<file path="config.mk">
export PLATFORM = sky130hd
export DESIGN_NAME = seed_gen_param
export DESIGN_NICKNAME = d
export VERILOG_FILES = /design/src/rtl/seed_gen_pkg.sv /design/src/rtl/seed_basis_gen.sv /design/src/rtl/seed_gen_param.sv
export SDC_FILE = /design/constraint.sdc
export NUM_CORES = 1
export LEC_CHECK = 0
export ABC_CLOCK_PERIOD_IN_PS = 1900
export CORE_ASPECT_RATIO = 1.1
export CORE_UTILIZATION = 30
export CTS_BUF_LIST = sky130_fd_sc_hd__clkbuf_4 sky130_fd_sc_hd__clkbuf_8 sky130_fd_sc_hd__clkbuf_16
export CTS_CLUSTER_DIAMETER = 120
export DETAILED_ROUTE_END_ITERATION = 7
export GPL_TIMING_DRIVEN = 0
export PLACE_DENSITY = 0.55
export RECOVER_POWER = 50
export SKIP_CTS_REPAIR_TIMING = 1
export SLEW_MARGIN = 40
export SYNTH_ARGS = -nofsm -noshare
export SYNTH_HDL_FRONTEND = slang
export SYNTH_SLANG_ARGS = --single-unit
</file>
<file path="constraint.sdc">
create_clock -name clk -period 1.9 [get_ports clk]
set_input_delay 0.38 -clock clk [delete_from_list [all_inputs] [get_ports clk]]
set_output_delay 0.38 -clock clk [all_outputs]
set_load 0.01 [all_outputs]
</file>
<file path="src/rtl/seed_gen_pkg.sv">
// Shared types and helpers for the seed generator: FSM states, basis modes and bit reversal.
package seed_gen_pkg;

  typedef enum logic [1:0] {SG_IDLE, SG_BUILD, SG_VALID} sg_state_t;

  localparam logic MODE_COUNTER = 1'b0;
  localparam logic MODE_LFSR    = 1'b1;

  // Reverses the low w bits of v; w may not exceed 64.
  function automatic logic [63:0] bit_rev(input logic [63:0] v, input int unsigned w);
    logic [63:0] r;
    r = '0;
    for (int unsigned i = 0; i < w; i++) begin
      r[6'(w - 1 - i)] = v[6'(i)];
    end
    return r;
  endfunction

endpackage

</file>
<file path="src/rtl/seed_basis_gen.sv">
// Free-running basis register: wrapping counter or Galois LFSR, selected every cycle.
// With SEED_GEN_ENTROPY_EN defined, an entropy bit is XORed into bit 0 after each update.
module seed_basis_gen
  import seed_gen_pkg::*;
#(
  parameter int unsigned        BASIS_W   = 8,
  parameter logic [BASIS_W-1:0] LFSR_TAPS = BASIS_W'(8'hB8)
) (
  input  logic               clk,
  input  logic               clr_i,
  input  logic               mode_i,
`ifdef SEED_GEN_ENTROPY_EN
  input  logic               entropy_i,
`endif
  output logic [BASIS_W-1:0] basis_o
);

  logic [BASIS_W-1:0] basis_q;
  logic [BASIS_W-1:0] basis_d;
  logic [BASIS_W-1:0] step;

  // Zero-escape decision is taken on the register value, before any entropy mixing.
  always_comb begin
    step = basis_q;
    if (mode_i == MODE_COUNTER) begin
      step = (&basis_q) ? '0 : basis_q + BASIS_W'(1);
    end else if (basis_q == '0) begin
      step = BASIS_W'(1);
    end else begin
      step = (basis_q >> 1) ^ (basis_q[0] ? LFSR_TAPS : '0);
    end
    basis_d = step;
`ifdef SEED_GEN_ENTROPY_EN
    basis_d[0] = step[0] ^ entropy_i;
`endif
  end

  always_ff @(posedge clk) begin
    if (clr_i) basis_q <= '0;
    else       basis_q <= basis_d;
  end

  assign basis_o = basis_q;

endmodule

</file>
<file path="src/rtl/seed_gen_param.sv">
// Seed generator top: snapshots the basis on req, expands it into SEED_W bits, valid/ack handshake.
// Optional entropy input enabled by defining SEED_GEN_ENTROPY_EN.
module seed_gen_param
  import seed_gen_pkg::*;
#(
  parameter int unsigned        BASIS_W   = 8,
  parameter int unsigned        SEED_W    = 32,
  parameter logic [BASIS_W-1:0] LFSR_TAPS = BASIS_W'(8'hB8)
) (
  input  logic              clk,
  input  logic              reset,
  input  logic              rst_seedgen,
  input  logic              mode,
  input  logic              req,
  input  logic              ack,
`ifdef SEED_GEN_ENTROPY_EN
  input  logic              entropy,
`endif
  output logic              busy,
  output logic              seed_valid,
  output logic [SEED_W-1:0] seed
);

  localparam int unsigned CHUNKS = SEED_W / BASIS_W;
  localparam int unsigned IDX_W  = $clog2(CHUNKS + 1);

  sg_state_t          state_q, state_d;
  logic [IDX_W-1:0]   idx_q, idx_d;
  logic [BASIS_W-1:0] snap_q, snap_d;
  logic [SEED_W-1:0]  shadow_q, shadow_d;
  logic [SEED_W-1:0]  seed_q, seed_d;
  logic               valid_q, valid_d;
  logic               busy_q, busy_d;
  logic [BASIS_W-1:0] basis;
  logic [BASIS_W-1:0] snap_rev;
  logic               clr;

  assign clr = reset | rst_seedgen;

  seed_basis_gen #(
    .BASIS_W   (BASIS_W),
    .LFSR_TAPS (LFSR_TAPS)
  ) u_basis (
    .clk       (clk),
    .clr_i     (clr),
    .mode_i    (mode),
`ifdef SEED_GEN_ENTROPY_EN
    .entropy_i (entropy),
`endif
    .basis_o   (basis)
  );

  assign snap_rev = BASIS_W'(bit_rev(64'(snap_q), BASIS_W));

  // Slices fill MSB-first, one per cycle; the extra idx==CHUNKS cycle commits the shadow.
  always_comb begin
    state_d  = state_q;
    idx_d    = idx_q;
    snap_d   = snap_q;
    shadow_d = shadow_q;
    seed_d   = seed_q;
    valid_d  = valid_q;
    busy_d   = 1'b0;
    case (state_q)
      SG_IDLE: begin
        if (req) begin
          snap_d  = basis;
          idx_d   = '0;
          state_d = SG_BUILD;
          busy_d  = 1'b1;
        end
      end
      SG_BUILD: begin
        if (idx_q == IDX_W'(CHUNKS)) begin
          seed_d  = shadow_q;
          valid_d = 1'b1;
          state_d = SG_VALID;
        end else begin
          for (int unsigned k = 0; k < CHUNKS; k++) begin
            if (idx_q == IDX_W'(k)) begin
              shadow_d[(CHUNKS-1-k)*BASIS_W +: BASIS_W] = (k % 2 == 0) ? snap_rev : snap_q;
            end
          end
          idx_d  = idx_q + IDX_W'(1);
          busy_d = (idx_q != IDX_W'(CHUNKS - 1));
        end
      end
      SG_VALID: begin
        if (ack) begin
          valid_d = 1'b0;
          state_d = SG_IDLE;
        end
      end
      default: state_d = SG_IDLE;
    endcase
  end

  always_ff @(posedge clk) begin
    if (clr) begin
      state_q  <= SG_IDLE;
      idx_q    <= '0;
      snap_q   <= '0;
      shadow_q <= '0;
      valid_q  <= 1'b0;
      busy_q   <= 1'b0;
    end else begin
      state_q  <= state_d;
      idx_q    <= idx_d;
      snap_q   <= snap_d;
      shadow_q <= shadow_d;
      valid_q  <= valid_d;
      busy_q   <= busy_d;
    end
  end

  // Soft clear keeps the last delivered seed; only the hard reset zeroes it.
  always_ff @(posedge clk) begin
    if (reset)             seed_q <= '0;
    else if (!rst_seedgen) seed_q <= seed_d;
  end

  assign busy       = busy_q;
  assign seed_valid = valid_q;
  assign seed       = seed_q;

endmodule

</file>
==> results of run 1 <==
[sequential cells by signal, summed over array words and instances (netlist names)]
name,cells
seed,32
shadow_q,32
idx_q,3
snap_q,8
u_basis.basis_o,8
state_q,2
busy,1
seed_valid,1
[cell type report]
type | instances | area (um^2) | area share (%)
multi-input combinational | 268 | 1550 | 35.5
tap | 147 | 184 | 4.22
sequential | 87 | 1740 | 40.0
clock buffer | 10 | 233 | 5.34
inverter | 6 | 25.0 | 0.574
timing repair buffer | 39 | 388 | 8.90
clock inverter | 6 | 75.1 | 1.72
buffer | 27 | 163 | 3.73
[layer usage]
| layer | part of all wire (%) | wire length, um | track usage (%) | vias up |
|---|---|---|---|---|
| met5 | 0 | 0 | 0 | - |
| met4 | 1.5 | 117 | 5.43 | 0 |
| met3 | 2.3 | 172 | 2.62 | 11 |
| met2 | 47 | 3590 | 22.6 | 36 |
| met1 | 49 | 3740 | 17.7 | 1265 |
| li1 | - | - | - | 1390 |
[synth_stat cells (all sizes together), types with 3 or more instances]
| cell | instances | area [um^2] |
|---|---|---|
| dfxtp | 87 | 1740 |
| nand2 | 87 | 327 |
| a21oi | 48 | 240 |
| nor2 | 46 | 173 |
| mux2i | 34 | 340 |
| clkbuf | 15 | 66.3 |
| buf | 13 | 90.1 |
| ha | 7 | 87.6 |
| inv | 6 | 22.5 |
| xnor2 | 6 | 52.6 |
| nand3 | 4 | 20.0 |
| o21ai | 4 | 20.0 |
| and3 | 3 | 18.8 |
| nor3b | 3 | 22.5 |
| o22a | 3 | 28.8 |
| or3 | 3 | 18.8 |
[power by group through the flow]
| stage | Sequential [mW] | Combinational, mW | Clock (mW) |
|---|---|---|---|
| 2_1_floorplan | 1.88 | 0.0953 | 0 |
| 3_3_place_gp | 1.88 | 0.134 | 0 |
| 3_5_place_dp | 1.88 | 0.136 | 0 |
| 4_1_cts | 1.84 | 0.137 | 1.85 |
| 5_1_grt | 1.84 | 0.149 | 1.93 |
| 6_report | 1.84 | 0.136 | 1.81 |
[metrics by stage]
| step | cell area, um^2 | std cells | setup TNS, ns |
|---|---|---|---|
| finish | 4360 | 590 | 0 |
| global route | 4360 | 590 | 0 |
| CTS | 4330 | 590 | -2.02 |
| detailed placement | 4020 | 574 | -2.69 |
| global placement | 4020 | 574 | -2.39 |
| floorplan | 3450 | 389 | 0 |
[kinds of logic (layout without fill, tap and decap cells)]
logic type,Yosys count,after routing
buffers and inverters,34,88
DFF,87,87
and+or+nand+nor,156,156
muxes,34,34
xor gates and xnor gates,8,8
adders and majority gates,7,7
AOI/OAI and AO/OA,63,63
[worst register-to-register path: cells and delay by family (launching register included)]
| kind | cells | cell delay (ns) |
|---|---|---|
| flops | 1 | 0.32 |
| fa+ha+maj | 1 | 0.12 |
| simple gates | 1 | 0.47 |
| buf+inv | 2 | 0.20 |
| compound gates | 3 | 0.59 |
[worst max-delay path by stage]
stage,startpoint,depth (start not counted),slack [ns],endpoint
after floorplan,u_basis.basis_o[0],7,0.19,u_basis.basis_o[7]
after global placement,rst_seedgen,6,-0.13,seed[29]
after detailed placement,idx_q[0],8,-0.19,seed[1]
after CTS,idx_q[0],8,-0.22,seed[31]
after global routing,u_basis.basis_o[0],7,0.002,u_basis.basis_o[7]
final,u_basis.basis_o[0],7,0.08,u_basis.basis_o[7]
==> reports/results.ini, run 1 <==
[synth]
avgSynthCellArea_um2=8.88
synth-main-ff-cell=dfxtp_1
muxShareOfSynthArea_pct=9.86
synth_top_family_by_area=simple AND/OR/NAND/NOR gates
ys_seq_elements=87
async_flop_share_pct=0
synth-xor-area-share_pct=2.03
synth-simple-area-share_pct=19.1
synth_cells=389
yosysWarnings=0
syn_nets=402
netlist_area_mm2=0.00345
synth_compound_area_share_pct=10.8
ys_seq_area_share_pct=50.4
yosysUniqueCellTypes=36
synth_edf_count=0
synth-adder-area-share_pct=2.54

[floorplanning]
fp.dieH_um=115
die_w_um=104
placementRows=40
dieArea_mm2=0.0119
core_mm2=0.0111
boundaryPins=40
start_util_pct=31.2

[pwr]
ir_drop_uv=391
p_leak_nw=1.65
power.total_mw=3.78
combPwrFrac_pct=3.6
switching_share_pct=22.3
clock_power_share_pct=47.8
pwr_density_cell_mw_per_mm2=868
seqPwrFrac_pct=48.6
switching_power_mw=0.843
p_int_mw=2.94

[setup_path]
r2r_end=u_basis.basis_o[7]
slowest_stage=or4b_4
critPathTopFamily=compound AO/OA/AOI/OAI gates
crit_path_max_incr_delay_ns=0.47
reg2reg_depth=7
critPathCaptureType=register
r2r_slack_ns=0.08
critPathRequiredTime_ns=2.12
worst-setup-path-type=register to register
critPathMaxFanout=8
arrival_ns=2.04
cp_num_buf_inv=2
critPathLaunchType=register
path_cells=buf_6 > inv_4 > ha_1 > or4b_4 > o41ai_4 > o22a_1 > a21oi_1
r2r-start=u_basis.basis_o[0]

[placed_design]
dpl.hpwl_um=5470
pre_cts_ws_ns=-0.192
gp_congestion=0.744
numPortBuffers=38

[clock_tree]
clk_latency_ns=0.34
cts_buffers=9
clockBufferDepth=2
cts_root_buf=clkbuf_16
clk_pin_slew_ns=0.07
tritoncts=done
htree_levels=3
cts_sinks=87

[min_path]
hp-class=primary input to register
hp-start=reset
whs_endpoint=seed[15]
hold_depth=2

[route]
ant_nets=0
drc=0
first_pass_iters=4
vias=2702
first_iter_violations=85
vias_per_cell=4.58
detail_route.wl_per_cell_um=12.9
wl_um=7620

[final_layout]
nets=451
fin_util_pct=39.4
area_growth_pct=26.2
mostFrequentLayoutCells=87 x dfxtp_1, 86 x nand2_1, 48 x a21oi_1
drive_above_1_share_pct=10.2
fillCellCount=1112
final_common_cell=dfxtp_1
diodes=0

[timing]
fin_skew_ns=0.00636
rsz0062_at_grt=no
tightest_slew_ns=0.556
hold-worst-slack_ns=0.443
setup_viol_count_final=0
worst_slack_ns=0.0774
slew_violations=0
maxClockFrequency_ghz=0.549
period_needed_ns=1.82
min_period_over_period_pct=95.9
slew_headroom_pct=62.9
hold_viol=0

[global_route]
grt_pass1_vias=2636
grt_max_degree=17
grt_usage_pct=13.7
antenna_found_initial=0
grt_pass1_wl_um=12900
overflow=0

[flow_run]
drv_cap=0

[status]
status=finished, final reports clean

Power figures use the tool's default switching activity.
==> run 2, diff against run 1 <==
Settings changed: CAP_MARGIN from default to 10, CORE_UTILIZATION 30 to 51, PLACE_DENSITY 0.55 to 0.81.
==> run 2 against run 1 <==
Clock skew up 0.00075 ns. Largest power group unchanged. Design area down 3.2%. Maximum frequency down 0.72%.
==> reports/results.ini, run 2 (same netlist as run 1, synthesis figures left out) <==
[floorplanning]
fp.dieH_um=88.3  ; -23%
core_mm2=0.00656  ; -41%
die_w_um=80.5  ; -23%
dieArea_mm2=0.00710  ; -41%
placementRows=31  ; -23%
boundaryPins=40  ; unchanged
start_util_pct=52.7  ; +21 points

[clock_tree]
clk_pin_slew_ns=0.08  ; about the same
htree_levels=3  ; unchanged
clockBufferDepth=2  ; unchanged
tritoncts=done
cts_root_buf=clkbuf_8
cts_buffers=9  ; unchanged
clk_latency_ns=0.35  ; about the same
cts_sinks=87  ; unchanged

[setup_path]
slowest_stage=or4b_4
critPathMaxFanout=4  ; -4
path_cells=inv_4 > ha_4 > or4b_4 > o41ai_4 > o22a_2 > nor2_1
critPathTopFamily=compound AO/OA/AOI/OAI gates
crit_path_max_incr_delay_ns=0.47  ; about the same
arrival_ns=2.06  ; +0.02 ns
r2r_end=u_basis.basis_o[3]
r2r-start=u_basis.basis_o[0]
critPathCaptureType=register
r2r_slack_ns=0.06  ; about the same
worst-setup-path-type=register to register
critPathRequiredTime_ns=2.13  ; about the same
critPathLaunchType=register
reg2reg_depth=6  ; -1
cp_num_buf_inv=1  ; -1

[route]
wl_met1_um=3180  ; -15%
dr.max_layer_used=met4
first_iter_violations=175  ; +110%
wl_um=7230  ; -5.2%
drc=0  ; unchanged
first_pass_iters=4  ; unchanged
ant_nets=0  ; unchanged
wl_met3_um=254  ; +48%
detail_route.wl_per_cell_um=13.7  ; +6.4%
vias=2757  ; +2.0%
met2_length_um=3640  ; +1.2%
vias_per_cell=5.24  ; +14%

[min_path]
hold_depth=2  ; unchanged
hp-class=primary input to register
hp-start=reset
whs_endpoint=seed[14]

[status]
status=finished, final reports clean

[pwr]
power.total_mw=3.39  ; -10%
p_int_mw=2.67  ; -9.0%
combPwrFrac_pct=4.0  ; +0.4 points
switching_power_mw=0.717  ; -15%
pwr_density_cell_mw_per_mm2=804  ; -7.4%
clock_power_share_pct=41.9  ; -5.9 points
p_leak_nw=1.59  ; -3.1%
seqPwrFrac_pct=54.0  ; +5.4 points
ir_drop_uv=677  ; +73%
switching_share_pct=21.2  ; -1.1 points

[timing]
slew_violations=0  ; unchanged
worst_slack_ns=0.0643  ; -0.0131 ns
min_period_over_period_pct=96.6  ; +0.69 points
fin_skew_ns=0.00711  ; +0.000751 ns
tns_ns=0  ; unchanged
tightest_slew_ns=0.552  ; -0.00466 ns
period_needed_ns=1.84  ; +0.0131 ns
setup_viol_count_final=0  ; unchanged
hold_viol=0  ; unchanged
maxClockFrequency_ghz=0.545  ; -0.72%
slew_headroom_pct=63.2  ; +0.31 points
hold-worst-slack_ns=0.405  ; -0.0387 ns

[placed_design]
gp_congestion=0.816  ; +9.6%
pre_cts_ws_ns=-0.138  ; +0.0535 ns
dp_cells=509  ; -11%
dpl.hpwl_um=5010  ; -8.4%
placed_area_mm2=0.00394  ; -2.0%
numPortBuffers=38  ; unchanged

[global_route]
grt_usage_pct=21.9  ; +8.2 points
overflow=0  ; unchanged
antenna_found_initial=0  ; unchanged
grt_pass1_wl_um=11800  ; -8.7%
grt_pass1_vias=2475  ; -6.1%
grt_max_degree=15  ; -2

[final_layout]
design_area_mm2=0.00422  ; -3.2%
fin_util_pct=64.4  ; +25 points
drive_above_1_share_pct=11.0  ; +0.88 points
nets=452  ; +0.22%
mostFrequentLayoutCells=86 x nand2_1, 85 x dfxtp_1, 48 x a21oi_1
diodes=0  ; unchanged
final_common_cell=nand2_1
instances_no_fill=526  ; -11%
area_growth_pct=22.2

[flow_run]
drv_cap=0  ; unchanged

run 2: cell count changes in the layout (fill, tap and decap cells not counted), moves of 6 or more:
cell,previous run,this run
clkdlybuf4s50_1,4,10
clkbuf_16,9,0
clkbuf_8,1,11
dlygate4sd3_1,34,28
run 2: layout make-up:
class,instances,area [um^2]
well taps,82,103
clock buffers,11,145
multi-input cells,268,1560
flip-flops and latches,87,1750
clock inverters,5,81.3
repair buffers,41,403
fillers,551,2340
plain buffers,26,151
inverters,6,25.0
run 2: worst max-delay path by stage:
stage / startpoint / slack [ns] / end / cells after the start
finish: u_basis.basis_o[0] / 0.06 / u_basis.basis_o[3] / 6
detailed placement: idx_q[0] / -0.14 / seed[27] / 8
CTS: idx_q[0] / -0.18 / seed[2] / 8
global placement: rst_seedgen / -0.08 / seed[29] / 6
floorplan: u_basis.basis_o[0] / 0.19 / u_basis.basis_o[7] / 7
global route: u_basis.basis_o[1] / -0.02 / u_basis.basis_o[3] / 6
run 2: worst reg2reg max path: stages (launching register included):
cell and delay (ns):
dfxtp_4 0.36, inv_4 0.07, ha_4 0.12, or4b_4 0.47, o41ai_4 0.44, o22a_2 0.22, nor2_1 0.03
run 2: per-layer routing:
metal	GRT usage, %	vias up
met2	38.0	59
met3	4.54	12
met4	10.7	0
li1	-	1383
met5	0	-
met1	25.8	1303
run 2: power groups by stage:
stage / Combinational (mW) / Clock [mW] / Sequential [mW]
2_1_floorplan: 0.0953 / 0 / 1.88
3_3_place_gp: 0.129 / 0 / 1.88
3_5_place_dp: 0.131 / 0 / 1.88
4_1_cts: 0.131 / 1.43 / 1.83
5_1_grt: 0.149 / 1.52 / 1.83
6_report: 0.137 / 1.42 / 1.83
==> run 3, diff against run 2 <==
Settings changed: ABC_CLOCK_PERIOD_IN_PS 1900 to default.
==> results of run 3 <==
No change in the layout: final DEF, timing and power equal those of run 2.
